`config.mk`:
```
export PLATFORM = sky130hd
export DESIGN_NAME = serial_adder_ctrl_flat
export DESIGN_NICKNAME = d
export VERILOG_FILES = /design/src/rtl/serial_adder_ctrl_pkg.sv /design/src/rtl/serial_adder_ctrl_if.sv /design/src/rtl/serial_adder_ctrl_arb.sv /design/src/rtl/serial_adder_ctrl.sv /design/src/flat_wrapper.sv
export SDC_FILE = /design/constraint.sdc
export NUM_CORES = 1
export LEC_CHECK = 0
export CORE_UTILIZATION = 40
export DETAILED_ROUTE_END_ITERATION = 8
export PLACE_DENSITY_LB_ADDON = 0.3
export SYNTH_ARGS = -nofsm -noshare
export SYNTH_HDL_FRONTEND = slang
export SYNTH_SLANG_ARGS = --single-unit
export TNS_END_PERCENT = 50
```
`constraint.sdc`:
```
create_clock -name clk -period 1.7 [get_ports clk]
set_clock_uncertainty 0.15 [all_clocks]
set_input_delay 0.17 -clock clk [delete_from_list [all_inputs] [get_ports clk]]
set_output_delay 0.17 -clock clk [all_outputs]
set_load 0.005 [all_outputs]
```
`src/rtl/serial_adder_ctrl_pkg.sv`:
```
// Shared types and sizing helpers for the serial adder sequencer and its arbiter.
package serial_adder_ctrl_pkg;

    typedef enum logic [1:0] {
        IDLE  = 2'd0,
        CLEAR = 2'd1,
        SHIFT = 2'd2,
        RESP  = 2'd3
    } ctrl_state_t;

    localparam int NUM_REQ = 2;

    function automatic int cnt_width(input int width);
        return $clog2(width);
    endfunction

endpackage

```
`src/rtl/serial_adder_ctrl_if.sv`:
```
// Request/response bundle between two requesters, one consumer and serial_adder_ctrl.
// Optional macro SERIAL_ADDER_CTRL_OVF_EN adds the resp_ovf wrap flag.
interface serial_adder_ctrl_if #(parameter int WIDTH = 4);
    import serial_adder_ctrl_pkg::*;

    logic [NUM_REQ-1:0] req_valid;
    logic [NUM_REQ-1:0] req_ready;
    logic [WIDTH-1:0]   req_data0;
    logic [WIDTH-1:0]   req_data1;
    logic               resp_valid;
    logic               resp_ready;
    logic               resp_id;
    logic [WIDTH-1:0]   resp_data;
`ifdef SERIAL_ADDER_CTRL_OVF_EN
    logic               resp_ovf;
`endif

    modport master (
        output req_valid, req_data0, req_data1, resp_ready,
        input  req_ready, resp_valid, resp_id, resp_data
`ifdef SERIAL_ADDER_CTRL_OVF_EN
        , input resp_ovf
`endif
    );

    modport slave (
        input  req_valid, req_data0, req_data1, resp_ready,
        output req_ready, resp_valid, resp_id, resp_data
`ifdef SERIAL_ADDER_CTRL_OVF_EN
        , output resp_ovf
`endif
    );

endinterface

```
`src/rtl/serial_adder_ctrl_arb.sv`:
```
// Two-way round-robin arbiter: combinational grant, pointer moves to the loser on accept.
module rr_arbiter_2
    import serial_adder_ctrl_pkg::*;
(
    input  logic               clk,
    input  logic               reset,
    input  logic [NUM_REQ-1:0] req_valid,
    input  logic               accept,
    output logic [NUM_REQ-1:0] grant
);

    logic ptr_r;
    logic [NUM_REQ-1:0] grant_s;

    // grant the lone requester, or the pointed-to one on contention
    always_comb begin
        grant_s = 2'b00;
        case (req_valid)
            2'b01:   grant_s = 2'b01;
            2'b10:   grant_s = 2'b10;
            2'b11:   grant_s = ptr_r ? 2'b10 : 2'b01;
            default: grant_s = 2'b00;
        endcase
    end

    // priority pointer, points at requester 1 after requester 0 wins and vice versa
    always_ff @(posedge clk) begin
        if (!reset) begin
            ptr_r <= 1'b0;
        end else if (accept) begin
            ptr_r <= grant_s[0];
        end else begin
            ptr_r <= ptr_r;
        end
    end

    assign grant = grant_s;

endmodule

```
`src/rtl/serial_adder_ctrl.sv`:
```
// Sequencer sharing one bit-serial increment adder between two requesters.
// Optional macro SERIAL_ADDER_CTRL_OVF_EN adds the resp_ovf wrap flag.
module serial_adder_ctrl
    import serial_adder_ctrl_pkg::*;
#(
    parameter int WIDTH = 4
) (
    input  logic                 clk,
    input  logic                 reset,
    serial_adder_ctrl_if.slave   bus,
    output logic                 ser_reset,
    output logic                 ser_data,
    input  logic                 ser_out,
    output logic                 busy
);

    localparam int CW = cnt_width(WIDTH);
    localparam logic [CW-1:0] CNT_LAST = CW'(WIDTH - 1);

    ctrl_state_t        state_r, state_s;
    logic [CW-1:0]      cnt_r, cnt_s;
    logic [WIDTH-1:0]   op_r, res_r;
    logic               id_r;
    logic               resp_valid_r, ser_reset_r, ser_data_r, busy_r;
    logic               accept_s;
    logic [NUM_REQ-1:0] grant_s, req_ready_s;

    rr_arbiter_2 u_arb (
        .clk       (clk),
        .reset     (reset),
        .req_valid (bus.req_valid),
        .accept    (accept_s),
        .grant     (grant_s)
    );

    // next-state, bit counter and request accept
    always_comb begin
        state_s     = state_r;
        cnt_s       = '0;
        accept_s    = 1'b0;
        req_ready_s = 2'b00;
        case (state_r)
            IDLE: begin
                req_ready_s = grant_s;
                if (|grant_s) begin
                    accept_s = 1'b1;
                    state_s  = CLEAR;
                end else begin
                    state_s  = IDLE;
                end
            end
            CLEAR: begin
                state_s = SHIFT;
            end
            SHIFT: begin
                if (cnt_r == CNT_LAST) begin
                    state_s = RESP;
                end else begin
                    state_s = SHIFT;
                    cnt_s   = cnt_r + CW'(1);
                end
            end
            RESP: begin
                if (bus.resp_ready) begin
                    state_s = IDLE;
                end else begin
                    state_s = RESP;
                end
            end
            default: state_s = IDLE;
        endcase
    end

    // state, datapath and look-ahead registered outputs
    always_ff @(posedge clk) begin
        if (!reset) begin
            state_r      <= IDLE;
            cnt_r        <= '0;
            op_r         <= '0;
            res_r        <= '0;
            id_r         <= 1'b0;
            resp_valid_r <= 1'b0;
            ser_reset_r  <= 1'b0;
            ser_data_r   <= 1'b0;
            busy_r       <= 1'b0;
        end else begin
            state_r <= state_s;
            cnt_r   <= cnt_s;
            if (accept_s) begin
                op_r <= grant_s[1] ? bus.req_data1 : bus.req_data0;
                id_r <= grant_s[1];
            end
            // result fills from the MSB so the first serial bit ends at bit 0
            if (state_r == SHIFT) begin
                res_r <= {ser_out, res_r[WIDTH-1:1]};
            end
            resp_valid_r <= (state_s == RESP);
            ser_reset_r  <= (state_s != CLEAR);
            ser_data_r   <= (state_s == SHIFT) ? op_r[cnt_s] : 1'b0;
            busy_r       <= (state_s != IDLE);
        end
    end

`ifdef SERIAL_ADDER_CTRL_OVF_EN
    logic ovf_r;

    // wrap flag, asserted alongside resp_valid for an all-ones operand
    always_ff @(posedge clk) begin
        if (!reset) begin
            ovf_r <= 1'b0;
        end else begin
            ovf_r <= (state_s == RESP) ? (&op_r) : 1'b0;
        end
    end

    assign bus.resp_ovf = ovf_r;
`endif

    assign bus.req_ready  = req_ready_s;
    assign bus.resp_valid = resp_valid_r;
    assign bus.resp_id    = id_r;
    assign bus.resp_data  = res_r;
    assign ser_reset      = ser_reset_r;
    assign ser_data       = ser_data_r;
    assign busy           = busy_r;

endmodule

```
`src/flat_wrapper.sv`:
```
// flat-port wrapper written by rule: the top's interface ports become plain ports
module serial_adder_ctrl_flat import serial_adder_ctrl_pkg::*;
#(
    parameter int WIDTH = 4
)
  (clk, reset, ser_reset, ser_data, ser_out, busy, bus_req_valid, bus_req_data0, bus_req_data1, bus_resp_ready, bus_req_ready, bus_resp_valid, bus_resp_id, bus_resp_data);
  serial_adder_ctrl_if #(.WIDTH(WIDTH)) bus_i ();
  input  logic clk;
  input  logic reset;
  output logic ser_reset;
  output logic ser_data;
  input  logic ser_out;
  output logic busy;
  input wire logic [$bits(bus_i.req_valid)-1:0] bus_req_valid;
  input wire logic [$bits(bus_i.req_data0)-1:0] bus_req_data0;
  input wire logic [$bits(bus_i.req_data1)-1:0] bus_req_data1;
  input wire logic [$bits(bus_i.resp_ready)-1:0] bus_resp_ready;
  output wire logic [$bits(bus_i.req_ready)-1:0] bus_req_ready;
  output wire logic [$bits(bus_i.resp_valid)-1:0] bus_resp_valid;
  output wire logic [$bits(bus_i.resp_id)-1:0] bus_resp_id;
  output wire logic [$bits(bus_i.resp_data)-1:0] bus_resp_data;
  assign bus_i.req_valid = bus_req_valid;
  assign bus_i.req_data0 = bus_req_data0;
  assign bus_i.req_data1 = bus_req_data1;
  assign bus_i.resp_ready = bus_resp_ready;
  assign bus_req_ready = bus_i.req_ready;
  assign bus_resp_valid = bus_i.resp_valid;
  assign bus_resp_id = bus_i.resp_id;
  assign bus_resp_data = bus_i.resp_data;
  serial_adder_ctrl #(.WIDTH(WIDTH)) u_core (.clk(clk), .reset(reset), .bus(bus_i), .ser_reset(ser_reset), .ser_data(ser_data), .ser_out(ser_out), .busy(busy));
endmodule
```
## After elaboration in Yosys (flattened, before gate mapping)

Index checks and enable logic that the tools add are counted.

- Input port bits: 14
- Register bits after elaboration: 18
- Word-level logic and storage cells: 40
- Output and inout port bits: 11

- Muxes and demuxes: 14
- Reductions and logical operators: 4
- Add/sub/neg operators: 1
- Order comparisons: 1
- Equality and inequality tests: 10

Operator list:

| cell | number |
|---|---|
| $eq 2x2->1 const B | 7 |
| $mux 2 | 5 |
| $pmux 2 s4 | 1 |
| $pmux 2 s3 | 1 |
| $mux 1 | 5 |
| $eq 2x1->1 const B | 2 |
| $mux 4 | 1 |
| $lt 2x3->1 const B | 1 |
| $add 2x1->2 const B | 1 |
| $bmux 1 s2 | 1 |
| $logic_not 2->1 | 1 |
| $ne 2x1->1 const B | 1 |
| $reduce_and 2->1 | 1 |
| $reduce_bool 2->1 | 1 |
| $reduce_or 2->1 | 1 |

## Longest topological paths before layout

- Word-level depth: 7
- Mapped depth: 5
- Gate-level depth less buffers: 4

## Hierarchy

Synthesis repeated with hierarchy kept, for this count alone.

- Cells, all modules: 82
- Area total of the unflattened synthesis: 788.3 sq um

By module, submodules not included:

| module | sequential area each (sq um) | times used | area each (sq um) | cells each |
|---|---|---|---|---|
| serial_adder_ctrl | 340.3 | 1 | 728.2 | 76 |
| rr_arbiter_2 | 20.0 | 1 | 60.1 | 6 |

## Least setup slack after synthesis

OpenSTA, ideal clock, no wires.

- Kind: register -> register
- Start point: register u_core.cnt_r[0]
- End point: register u_core.ser_data_r, in the netlist u_core.ser_data
- Stages on the path, launching flop included: 5
- Path slack: 35 ps
- Buffers on the path: 0
- Required time: 1425 ps
- Setup time: 125 ps
- Period minus slack after synthesis: 1665 ps
- Arrival time: 1391 ps
- Path through: dfxtp_1 ha_1 or4b_4 a221oi_2 nor4b_2

- Cells in the longest elaborated chain, start to end: 5
- Elaborated cells between the ends (all ways): 10
- Classes of those cells: add/sub (1); eq/ne (2); mux (6); reduce/logical (1)

RTL lines:

| item | RTL line | text |
|---|---|---|
| start, declared | serial_adder_ctrl.sv:21 | `logic [CW-1:0] cnt_r, cnt_s;` |
| start signal, assigned | serial_adder_ctrl.sv:88 | `cnt_r <= cnt_s;` |
| $add 2x1->2 or $eq 2x2->1 (tied branches) | serial_adder_ctrl.sv:60, serial_adder_ctrl.sv:56 |  |
| $mux 2 or $mux 1 (tied branches) | serial_adder_ctrl.sv:56 | `if (cnt_r == CNT_LAST) begin` |
| $mux 2 or $pmux 2 s4 (tied branches) | serial_adder_ctrl.sv:42 | `case (state_r)` |
| $bmux 1 s2 or $eq 2x2->1 (tied branches) | serial_adder_ctrl.sv:99 | `ser_data_r <= (state_s == SHIFT) ? op_r[cnt_s] : 1'b0;` |
| $mux 1 (implied by the code) or $reduce_and 2->1 (tied branches) | -- |  |
| end signal, assigned | serial_adder_ctrl.sv:99 |  |
| end, declared | serial_adder_ctrl.sv:24 | `logic resp_valid_r, ser_reset_r, ser_data_r, busy_r;` |

Parallel ways exist; a longest one is shown, timed or not. The select of a mux whose other input is x is not followed.
A chain may end at the register's enable or synchronous reset.

## Final worst setup path

Same ends and word-level chain as after synthesis.

==> impl_metrics.csv <==
group,metric,value,unit
setup_path,rrSetupSlack,-10,ps
power_and_ir_drop,internal-power,758.5,uW
routing,viasPerCell,4.910,
sta,max_freq,0.5837,GHz
die,chipHeight,46.74,um
sta,slew-limit-headroom,0.7089,
logic_synthesis,yosys_warnings,0,
placement,routabilityCongestion,0.7264,
setup_path,startpoint_type,"flop",
routing,drt_iter0_markers,7,
grt,grt_max_degree,15,
status,violations,"setup timing",
clock_network,clock-sinks,18,
power_and_ir_drop,swShare,0.2735,
setup_path,crit_type,"reg -> reg",
logic_synthesis,yosysSeqAreaShare,0.4500,
die,die_w,46.74,um
clock_network,ctsHtreeMaxLevel,1,
routing,vias,712,
routing,antenna_left,0,
placement,port_buffers,24,
cells_and_area,mostFrequentLayoutCell,"clkdlybuf4s50_1",
grt,grt_use_total,0.1664,
grt,antenna_found_initial,0,
cells_and_area,area_growth,50.00,%
setup_path,slowest_delay,580,ps
die,core,0.001802,mm2
routing,drt_wl_total,1642,um
logic_synthesis,synth_cell_type_count,28,
setup_path,critPathMaxFanout,4,
power_and_ir_drop,comb_power_share,0.275,
sta,finalMaxSlewViolations,0,
status,status,"finished with violations",
sta,post-route-period-util,1.008,
setup_path,crit_chain,"ha_2 > or4b_4 > a221oi_4 > nor4b_2",
grt,grt_pass1_wl,2580,um
power_and_ir_drop,vdd_drop_max,0.5975,mV
power_and_ir_drop,power_frac_seq,0.466,
placement,dp_hpwl,1229,um
sta,rsz0062_at_grt,"yes",
grt,grt-ovfl-total,0,
clock_network,clock_latency,300,ps
sta,worst_slew_pin_slew,436.2,ps
routing,post_drt_wl_per_cell,11.32,um
clock_network,root_buffer,"clkbuf_4",
cells_and_area,fin_nets,136,
logic_synthesis,synth_area,800.8,um2
sta,setup_viol,1,
cells_and_area,fillers,159,
sta,finalHoldViolCount,0,
die,rows,15,
die,ios,25,
cells_and_area,diodes,0,
logic_synthesis,synthesis.nets,99,
routing,firstDrtPassIters,2,
setup_path,critPathSlowestCell,"or4b_4",
cells_and_area,seqCellArea,361.6,um2
die,start_util,0.4444,
setup_path,required,1740,ps
routing,drc,0,
logic_synthesis,synthCells,84,
run,max_cap_viol_count,0,
placement,placed_area,0.001116,mm2
power_and_ir_drop,switchingPower,285.5,uW
clock_network,clk_pin_slew_worst_paths,110,ps
setup_path,cp_top_family,"simple AND/OR/NAND/NOR gates",
clock_network,cts_buffers,3,
clock_network,cts_tree,"done",
setup_path,end_kind,"flop",
cells_and_area,layout-drive-gt1-share,0.2500,
placement,dpl.cell_count,139,
logic_synthesis,ys_ff_latch,18,
cells_and_area,most-common-layout-cells,"22 x clkdlybuf4s50_1, 17 x dfxtp_1, 11 x nor2_1",
cells_and_area,multi_input_area,429.2,um2
clock_network,cts_buffer_depth,2,
die,die-area,0.002185,mm2
power_and_ir_drop,p_leak,0.0004692,uW
logic_synthesis,avgSynthCellArea,9.533,um2
power_and_ir_drop,clkPwrFrac,0.259,
setup_path,critPathArrivalTime,1750,ps
power_and_ir_drop,powerDensity,869.1,mW/mm2
grt,grt_pass1_vias,651,
setup_path,path_buf_inv,0,
cells_and_area,fin_cells,145,
worst_hold_path,worstHoldPathType,"in -> reg",
sta,fin_crit,1713,ps
cells_and_area,fin_area,0.001201,mm2
sta,final.setup.worst_slack,-13.33,ps
==> logic make-up (layout without fill, tap and decap cells) <==
family / count (synthesis) / after routing / synth area share
AO/OA/AOI/OAI: 22 / 22 / 0.2016
adder cells (fa/ha/maj): 1 / 1 / 0.01562
buffers and inverters: 7 / 43 / 0.05311
flip-flops: 18 / 18 / 0.4500
multiplexers: 4 / 4 / 0.05000
AND/OR/NAND/NOR: 32 / 32 / 0.2297
==> registers in the layout (all words and copies together) (netlist names) <==
register               flops
u_core.cnt_r               2
u_core.ser_data            1
u_core.ser_reset           1
u_core.op_r                4
u_core.bus.resp_data       4
u_core.state_r             2
u_core.busy                1
u_core.u_arb.ptr_r         1
u_core.bus.resp_valid      1
u_core.bus.resp_id         1
==> repair_timing <==
item / CTS / global route
gates cloned: 0 / 0
pin swaps: 1 / 0
buffers inserted: 2 / 0
endpoints found under the hold margin: 0 / 0
setup endpoints to repair: 3 / 2
hold buffers: 0 / 0
gates resized for setup: 8 / 6
==> stage by stage <==
stage	setup slack, ps	hold WS, ps	util	setup TNS [ps]	total power (uW)
final	-13.33	306.0	0.6667	-13.33	1044
after CTS	-32.90	313.5	0.6556	-32.90	1032
after global placement	-194.7	327.0	0.6194	-321.2	748.1
after floorplan	34.62	155.7	-	0	629.8
after global routing	-64.94	334.7	0.6667	-64.94	1086
after detailed placement	-218.3	333.5	0.6194	-381.9	754.0
==> final cells by class <==
class / count / area share
Sequential cell: 18 / 0.3010
Clock buffer: 4 / 0.03021
Timing Repair Buffer: 36 / 0.2760
Tap cell: 25 / 0.02604
Inverter: 3 / 0.009375
Multi-Input combinational cell: 59 / 0.3573
==> metal layers <==
metal	vias up	global-route usage	wire (um)	part of all wire
met5	-	0	0	0
met4	0	0.08571	26	0.016
met3	2	0.02308	50	0.030
met2	18	0.2889	783	0.48
met1	315	0.1995	781	0.48
li1	377	-	-	-
==> tightest hold or removal path: stages <==
cell and delay (ps):
clkdlybuf4s50_1 390, nand3b_1 70, a311oi_1 80
==> power by group through the flow <==
stage | combinational [uW] | sequential (uW) | clock [uW]
CTS | 280 | 484 | 268
detailed placement | 264 | 490 | 0
global route | 311 | 490 | 285
floorplan | 136 | 493 | 0
finish | 287 | 487 | 271
global placement | 260 | 488 | 0
==> path summary, 6_finish.rpt <==
path,end,from,depth (start not counted)
setup / recovery,u_core.ser_data,u_core.cnt_r[0],4
hold / removal,u_core.op_r[3],bus_req_data1[3],3
setup reg to reg,u_core.ser_data,u_core.cnt_r[0],4
hold reg to reg,u_core.bus.resp_data[0],u_core.bus.resp_data[0],2
==> synthesized netlist by cell type, drive strengths merged <==
library cell | n | area share
a221oi | 1 | 0.019
nor4b | 1 | 0.019
dfxtp | 18 | 0.45
ha | 1 | 0.016
a311oi | 4 | 0.052
or4b | 1 | 0.017
o2111ai | 1 | 0.011
clkbuf | 1 | 0.0047
and3 | 1 | 0.0078
o21ai | 6 | 0.038
nor3 | 1 | 0.0062
nor2 | 12 | 0.056
mux2i | 4 | 0.050
o21bai | 1 | 0.0094
a32oi | 1 | 0.020
buf | 3 | 0.034
nand3 | 2 | 0.013
nand3b | 5 | 0.047
and2 | 1 | 0.0078
or2 | 4 | 0.031
inv | 3 | 0.014
a21oi | 7 | 0.044
a21boi | 1 | 0.0094
nand2 | 2 | 0.0094
nor2b | 2 | 0.016
Power figures use the tool's default switching activity.
